<file path="src/rtl/alu_seq.sv">
// Sequential ALU: most opcodes complete in one cycle, MUL and DIV iterate one bit per cycle.
// Outputs are registered and change only on the edge that raises done.
module alu_seq #(
    parameter int WIDTH = 8,
    parameter int SHW   = $clog2(WIDTH)
) (
    input  logic                 clk,
    input  logic                 rst,
    input  logic                 start,
    output logic                 in_ready,
    input  logic [WIDTH-1:0]     a,
    input  logic [WIDTH-1:0]     b,
    input  logic [3:0]           op,
    output logic [2*WIDTH-1:0]   result,
    output logic                 done,
    output logic                 carry,
    output logic                 zero,
    output logic                 dz
);

    localparam int CW = $clog2(WIDTH + 1);

    localparam logic [3:0] OP_ADD  = 4'd0;
    localparam logic [3:0] OP_SUB  = 4'd1;
    localparam logic [3:0] OP_MUL  = 4'd2;
    localparam logic [3:0] OP_DIV  = 4'd3;
    localparam logic [3:0] OP_AND  = 4'd4;
    localparam logic [3:0] OP_OR   = 4'd5;
    localparam logic [3:0] OP_XOR  = 4'd6;
    localparam logic [3:0] OP_NAND = 4'd7;
    localparam logic [3:0] OP_NOR  = 4'd8;
    localparam logic [3:0] OP_XNOR = 4'd9;
    localparam logic [3:0] OP_SHL  = 4'd10;
    localparam logic [3:0] OP_SHR  = 4'd11;
    localparam logic [3:0] OP_GT   = 4'd12;
    localparam logic [3:0] OP_LT   = 4'd13;
    localparam logic [3:0] OP_EQ   = 4'd14;
    localparam logic [3:0] OP_INC  = 4'd15;

    typedef enum logic [1:0] {IDLE, RUN, DONE} state_t;

    state_t               state, state_next;
    logic [3:0]           op_reg;
    logic [2*WIDTH-1:0]   opa;
    logic [WIDTH-1:0]     opb;
    logic [2*WIDTH-1:0]   acc;
    logic [CW-1:0]        cnt;

    logic                 accept, is_multi, last_step;
    logic [WIDTH:0]       sum, inc_sum, trial, trial_sub;
    logic [SHW-1:0]       sh;
    logic [2*WIDTH-1:0]   shl_wide, shr_wide;
    logic [2*WIDTH-1:0]   sc_result, mul_next, div_next, iter_next;
    logic                 sc_carry, sc_dz;

    assign in_ready  = (state == IDLE);
    assign done      = (state == DONE);
    assign accept    = (state == IDLE) && start;
    assign is_multi  = (op == OP_MUL) || ((op == OP_DIV) && (b != '0));
    assign last_step = (state == RUN) && (cnt == CW'(WIDTH - 1));

    always_ff @(posedge clk) begin
        if (rst) state <= IDLE;
        else     state <= state_next;
    end

    always_comb begin
        state_next = state;
        case (state)
            IDLE:    if (start) state_next = is_multi ? RUN : DONE;
            RUN:     if (last_step) state_next = DONE;
            DONE:    state_next = IDLE;
            default: state_next = IDLE;
        endcase
    end

    assign sum      = {1'b0, a} + {1'b0, b};
    assign inc_sum  = {1'b0, a} + {{WIDTH{1'b0}}, 1'b1};
    assign sh       = b[SHW-1:0];
    // Shift through a double-width window so the bits that fall off land in the other half.
    assign shl_wide = {{WIDTH{1'b0}}, a} << sh;
    assign shr_wide = {a, {WIDTH{1'b0}}} >> sh;

    always_comb begin
        sc_result = '0;
        sc_carry  = 1'b0;
        sc_dz     = 1'b0;
        case (op)
            OP_ADD: begin
                sc_result = {{(WIDTH-1){1'b0}}, sum};
                sc_carry  = sum[WIDTH];
            end
            OP_SUB: begin
                sc_result = {{(WIDTH-1){1'b0}}, (a >= b), a - b};
                sc_carry  = (a >= b);
            end
            OP_DIV: begin
                sc_result = {a, {WIDTH{1'b1}}};
                sc_dz     = 1'b1;
            end
            OP_AND:  sc_result = {{WIDTH{1'b0}}, a & b};
            OP_OR:   sc_result = {{WIDTH{1'b0}}, a | b};
            OP_XOR:  sc_result = {{WIDTH{1'b0}}, a ^ b};
            OP_NAND: sc_result = {{WIDTH{1'b0}}, ~(a & b)};
            OP_NOR:  sc_result = {{WIDTH{1'b0}}, ~(a | b)};
            OP_XNOR: sc_result = {{WIDTH{1'b0}}, ~(a ^ b)};
            OP_SHL: begin
                sc_result = {{WIDTH{1'b0}}, shl_wide[WIDTH-1:0]};
                sc_carry  = |shl_wide[2*WIDTH-1:WIDTH];
            end
            OP_SHR: begin
                sc_result = {{WIDTH{1'b0}}, shr_wide[2*WIDTH-1:WIDTH]};
                sc_carry  = |shr_wide[WIDTH-1:0];
            end
            OP_GT: sc_result = {{(2*WIDTH-1){1'b0}}, (a > b)};
            OP_LT: sc_result = {{(2*WIDTH-1){1'b0}}, (a < b)};
            OP_EQ: sc_result = {{(2*WIDTH-1){1'b0}}, (a == b)};
            OP_INC: begin
                sc_result = {{(WIDTH-1){1'b0}}, inc_sum};
                sc_carry  = inc_sum[WIDTH];
            end
            default: sc_result = '0;
        endcase
    end

    // DIV keeps {remainder, quotient} in acc; bit WIDTH of the trial difference is the borrow.
    assign mul_next  = opb[0] ? (acc + opa) : acc;
    assign trial     = {acc[2*WIDTH-1:WIDTH], acc[WIDTH-1]};
    assign trial_sub = trial - {1'b0, opb};
    assign div_next  = trial_sub[WIDTH] ? {trial[WIDTH-1:0], acc[WIDTH-2:0], 1'b0}
                                        : {trial_sub[WIDTH-1:0], acc[WIDTH-2:0], 1'b1};
    assign iter_next = (op_reg == OP_MUL) ? mul_next : div_next;

    always_ff @(posedge clk) begin
        if (rst) begin
            op_reg <= '0;
            opa    <= '0;
            opb    <= '0;
            acc    <= '0;
            cnt    <= '0;
            result <= '0;
            carry  <= 1'b0;
            zero   <= 1'b0;
            dz     <= 1'b0;
        end else if (accept) begin
            op_reg <= op;
            opa    <= {{WIDTH{1'b0}}, a};
            opb    <= b;
            acc    <= (op == OP_DIV) ? {{WIDTH{1'b0}}, a} : '0;
            cnt    <= '0;
            if (!is_multi) begin
                result <= sc_result;
                carry  <= sc_carry;
                zero   <= (sc_result == '0);
                dz     <= sc_dz;
            end
        end else if (state == RUN) begin
            acc <= iter_next;
            cnt <= cnt + CW'(1);
            if (op_reg == OP_MUL) begin
                opa <= opa << 1;
                opb <= opb >> 1;
            end
            if (last_step) begin
                result <= iter_next;
                carry  <= 1'b0;
                zero   <= (iter_next == '0);
                dz     <= 1'b0;
            end
        end
    end

endmodule
</file>
<file path="config.mk">
export PLATFORM = sky130hd
export DESIGN_NAME = alu_seq
export DESIGN_NICKNAME = d
export VERILOG_FILES = /design/src/rtl/alu_seq.sv
export SDC_FILE = /design/constraint.sdc
export NUM_CORES = 1
export LEC_CHECK = 0
export ABC_AREA = 1
export ABC_CLOCK_PERIOD_IN_PS = 7200
export CORE_UTILIZATION = 60
export CTS_CLUSTER_DIAMETER = 150
export DETAILED_ROUTE_END_ITERATION = 6
export PLACE_DENSITY = 0.83
export RECOVER_POWER = 100
export REMOVE_ABC_BUFFERS = 1
export SLEW_MARGIN = 20
export SYNTH_ARGS = -nofsm -noshare
export SYNTH_HDL_FRONTEND = slang
export SYNTH_SLANG_ARGS = --single-unit
</file>
<file path="constraint.sdc">
create_clock -name clk -period 7.2 [get_ports clk]
set_input_delay 1.44 -clock clk [delete_from_list [all_inputs] [get_ports clk]]
set_output_delay 1.44 -clock clk [all_outputs]
set_load 0.05 [all_outputs]
</file>
==> flow_summary.json <==
{
  "r2r_cells": 9,
  "netlist.area_leader.share_pct": 20.2,
  "antenna_found_initial": 0,
  "drtIter0Drc": 1111,
  "cts_hold_buffers": 0,
  "critPathKind": "in -> reg",
  "fin_crit_ns": 4.66,
  "grt_max_degree": 38,
  "cp_data_arrival_time_ns": 4.89,
  "async_flop_share_pct": 0,
  "reg_top3": "acc: 16 flops, opa: 16 flops, result: 16 flops",
  "track_usage_pct": 39.8,
  "cts_root_buffer": "clkbuf_16",
  "stdcell_count": 1352,
  "syn_area_mm2": 0.00683,
  "r2r-start": "state[1]$_SDFFE_PP0P_",
  "clk_pin_slew_ns": 0.06,
  "critPathMaxFanout": 32,
  "initial_core_util_pct": 62.1,
  "cts_resized": 0,
  "syn-mean-instance-area_um2": 5.75,
  "powerDensity_mw_per_mm2": 181,
  "finalSetupViolations": 0,
  "cts.sinks": 69,
  "wl_per_cell_um": 17.1,
  "syn-instance-count": 1187,
  "route.detailed.drc": 0,
  "core-area_mm2": 0.0110,
  "worst_pin_slew_ns": 1.54,
  "wirelength_um": 23100,
  "numPortBuffers": 43,
  "die_area_mm2": 0.0118,
  "ys_seq_area_share_pct": 20.2,
  "startpoint_type": "input pin",
  "cp_data_required_time_ns": 7.42,
  "regToRegEndpoint": "result[8]$_SDFFE_PP0P_",
  "clk_path_buf_depth": 2,
  "avgViaCountPerCell": 5.88,
  "crit_end": "result[8]$_SDFFE_PP0P_",
  "fin_nets": 1288,
  "grt_pass1_vias": 7063,
  "drv_slew": 33,
  "std_cell_rows": 38,
  "place_inst": 1336,
  "area_growth_pct": 11.7,
  "synth_cell_types": 43,
  "violations": "capacitance limit, slew limit",
  "ys_ff_latch": 69,
  "numCtsBuffers": 9,
  "gp_routability_congestion": 1.05,
  "synth_area_leaders": "dfxtp_1, nand2_1, ha_1",
  "leakagePower_nw": 3.62,
  "final_common_cell": "nand2_1",
  "reg2reg_slack_ns": 3.79,
  "end_kind": "flip-flop",
  "finalClockSkew_ns": 0.00591,
  "maxCapViolCount": 1,
  "cts_setup_buffers": 0,
  "final_cell_mix": "nand2_1, inv_1, nor2_1",
  "cts_tree": "yes",
  "diodes": 0,
  "dpl.hpwl_um": 17800,
  "io_pins": 44,
  "seqCellArea_mm2": 0.00138,
  "grt_pass1_wl_um": 35700,
  "insertion_delay_ns": 0.34,
  "ys_warn_count": 0,
  "synth-main-ff-cell": "dfxtp_1",
  "vias": 7955,
  "multi_input_area_mm2": 0.00471,
  "fp.dieW_um": 109,
  "post-route-period-util_pct": 64.8,
  "yosys.area.top_type": "dfxtp_1",
  "drt-pass1-iter-count": 7,
  "postRouteAntennaNets": 0,
  "die_y_um": 109,
  "fmax_ghz": 0.214,
  "worst_ir_drop_vdd_mv": 0.182,
  "tns_ns": 0,
  "holdCritPathClass": "reg -> reg",
  "hold_viol_final": 0,
  "drive_gt1_share_pct": 2.89,
  "power_mw": 1.38,
  "fillers": 1023,
  "synth_edf_count": 0,
  "rsz0062_at_grt": "no",
  "crit_path_start": "b[1]",
  "h-tree-depth": 3,
  "outcome": "complete, but fails checks",
  "grt-ovfl-total": 0,
  "relSlewSlack_pct": -2.99
}
==> where the power goes <==
group	internal, mW	switching [mW]	leakage [nW]	total (mW)
registers	0.405	0.0186	0.565	0.424
logic	0.133	0.315	2.89	0.448
clock network	0.338	0.172	0.163	0.510
total	0.876	0.505	3.62	1.38
==> layout make-up <==
cell class                 instances  area share (%)
clock buffer                      10            3.00
inverter                         148            7.29
clock inverter                     6            1.46
tap                              140            2.30
multi-input combinational        932            61.8
sequential                        69            18.1
timing repair buffer              47            5.99
==> worst max-delay path: stages <==
cell and delay, ns:
dlygate4sd3_1 0.81, inv_1 0.50, nand4_1 0.18, o311ai_0 0.45, nand2_1 0.09, nand2_1 0.75, inv_1 0.32, a21oi_1 0.23
a21oi_1 0.10
==> layer usage <==
metal / GRT usage (%) / wire length [um]
met4: 22.9 / 1330
met5: 0 / 0
met2: 64.4 / 10300
met3: 6.40 / 2240
met1: 50.1 / 9200
==> Yosys cell counts (4+ instances only) <==
| cell type | n |
|---|---|
| inv_2 | 4 |
| o21ai_0 | 83 |
| a31oi_1 | 27 |
| clkbuf_1 | 18 |
| buf_2 | 16 |
| o211ai_1 | 4 |
| nand3b_1 | 5 |
| nor3_1 | 15 |
| nor2_1 | 135 |
| xnor2_1 | 4 |
| ha_1 | 54 |
| nand4_1 | 16 |
| xor2_1 | 5 |
| or2_2 | 4 |
| nand2_1 | 361 |
| nand3_1 | 100 |
| dfxtp_1 | 69 |
| a21oi_1 | 81 |
| fa_1 | 4 |
| inv_1 | 141 |
==> logic make-up (layout without fill, tap and decap cells) <==
group | count (synthesis) | count (layout) | share of synthesized area [%]
AND/OR/NAND/NOR | 652 | 652 | 40.0
XOR/XNOR | 9 | 9 | 1.15
buffers and inverters | 186 | 211 | 10.7
adder cells (fa/ha/maj) | 58 | 58 | 11.1
AO/OA/AOI/OAI | 213 | 213 | 16.9
flip-flops | 69 | 69 | 20.2
==> stage by stage <==
| stage | util [%] | setup WS [ns] | area [um2] | hold slack, ns |
|---|---|---|---|---|
| after floorplan | - | 3.64 | 6650 | 0.449 |
| after global placement | 66.3 | 2.48 | 7290 | 0.463 |
| after detailed placement | 66.3 | 2.39 | 7290 | 0.476 |
| after CTS | 69.4 | 2.72 | 7630 | 0.481 |
| after global routing | 69.4 | 2.31 | 7620 | 0.510 |
| final | 69.4 | 2.54 | 7620 | 0.479 |
==> worst min-delay path by stage <==
| stage | end | depth (start not counted) | from |
|---|---|---|---|
| 3_5_place_dp | opb[7]$_SDFFE_PP0P_ | 2 | opb[7]$_SDFFE_PP0P_ |
| 3_3_place_gp | op_reg[0]$_SDFFE_PP0P_ | 2 | op_reg[0]$_SDFFE_PP0P_ |
| 4_1_cts | opb[7]$_SDFFE_PP0P_ | 2 | opb[7]$_SDFFE_PP0P_ |
| 2_1_floorplan | opb[7]$_SDFFE_PP0P_ | 2 | opb[7]$_SDFFE_PP0P_ |
| 6_report | opb[7]$_SDFFE_PP0P_ | 2 | opb[7]$_SDFFE_PP0P_ |
| 5_1_grt | op_reg[0]$_SDFFE_PP0P_ | 2 | op_reg[0]$_SDFFE_PP0P_ |
No activity file was read; power rests on OpenSTA's default activity.
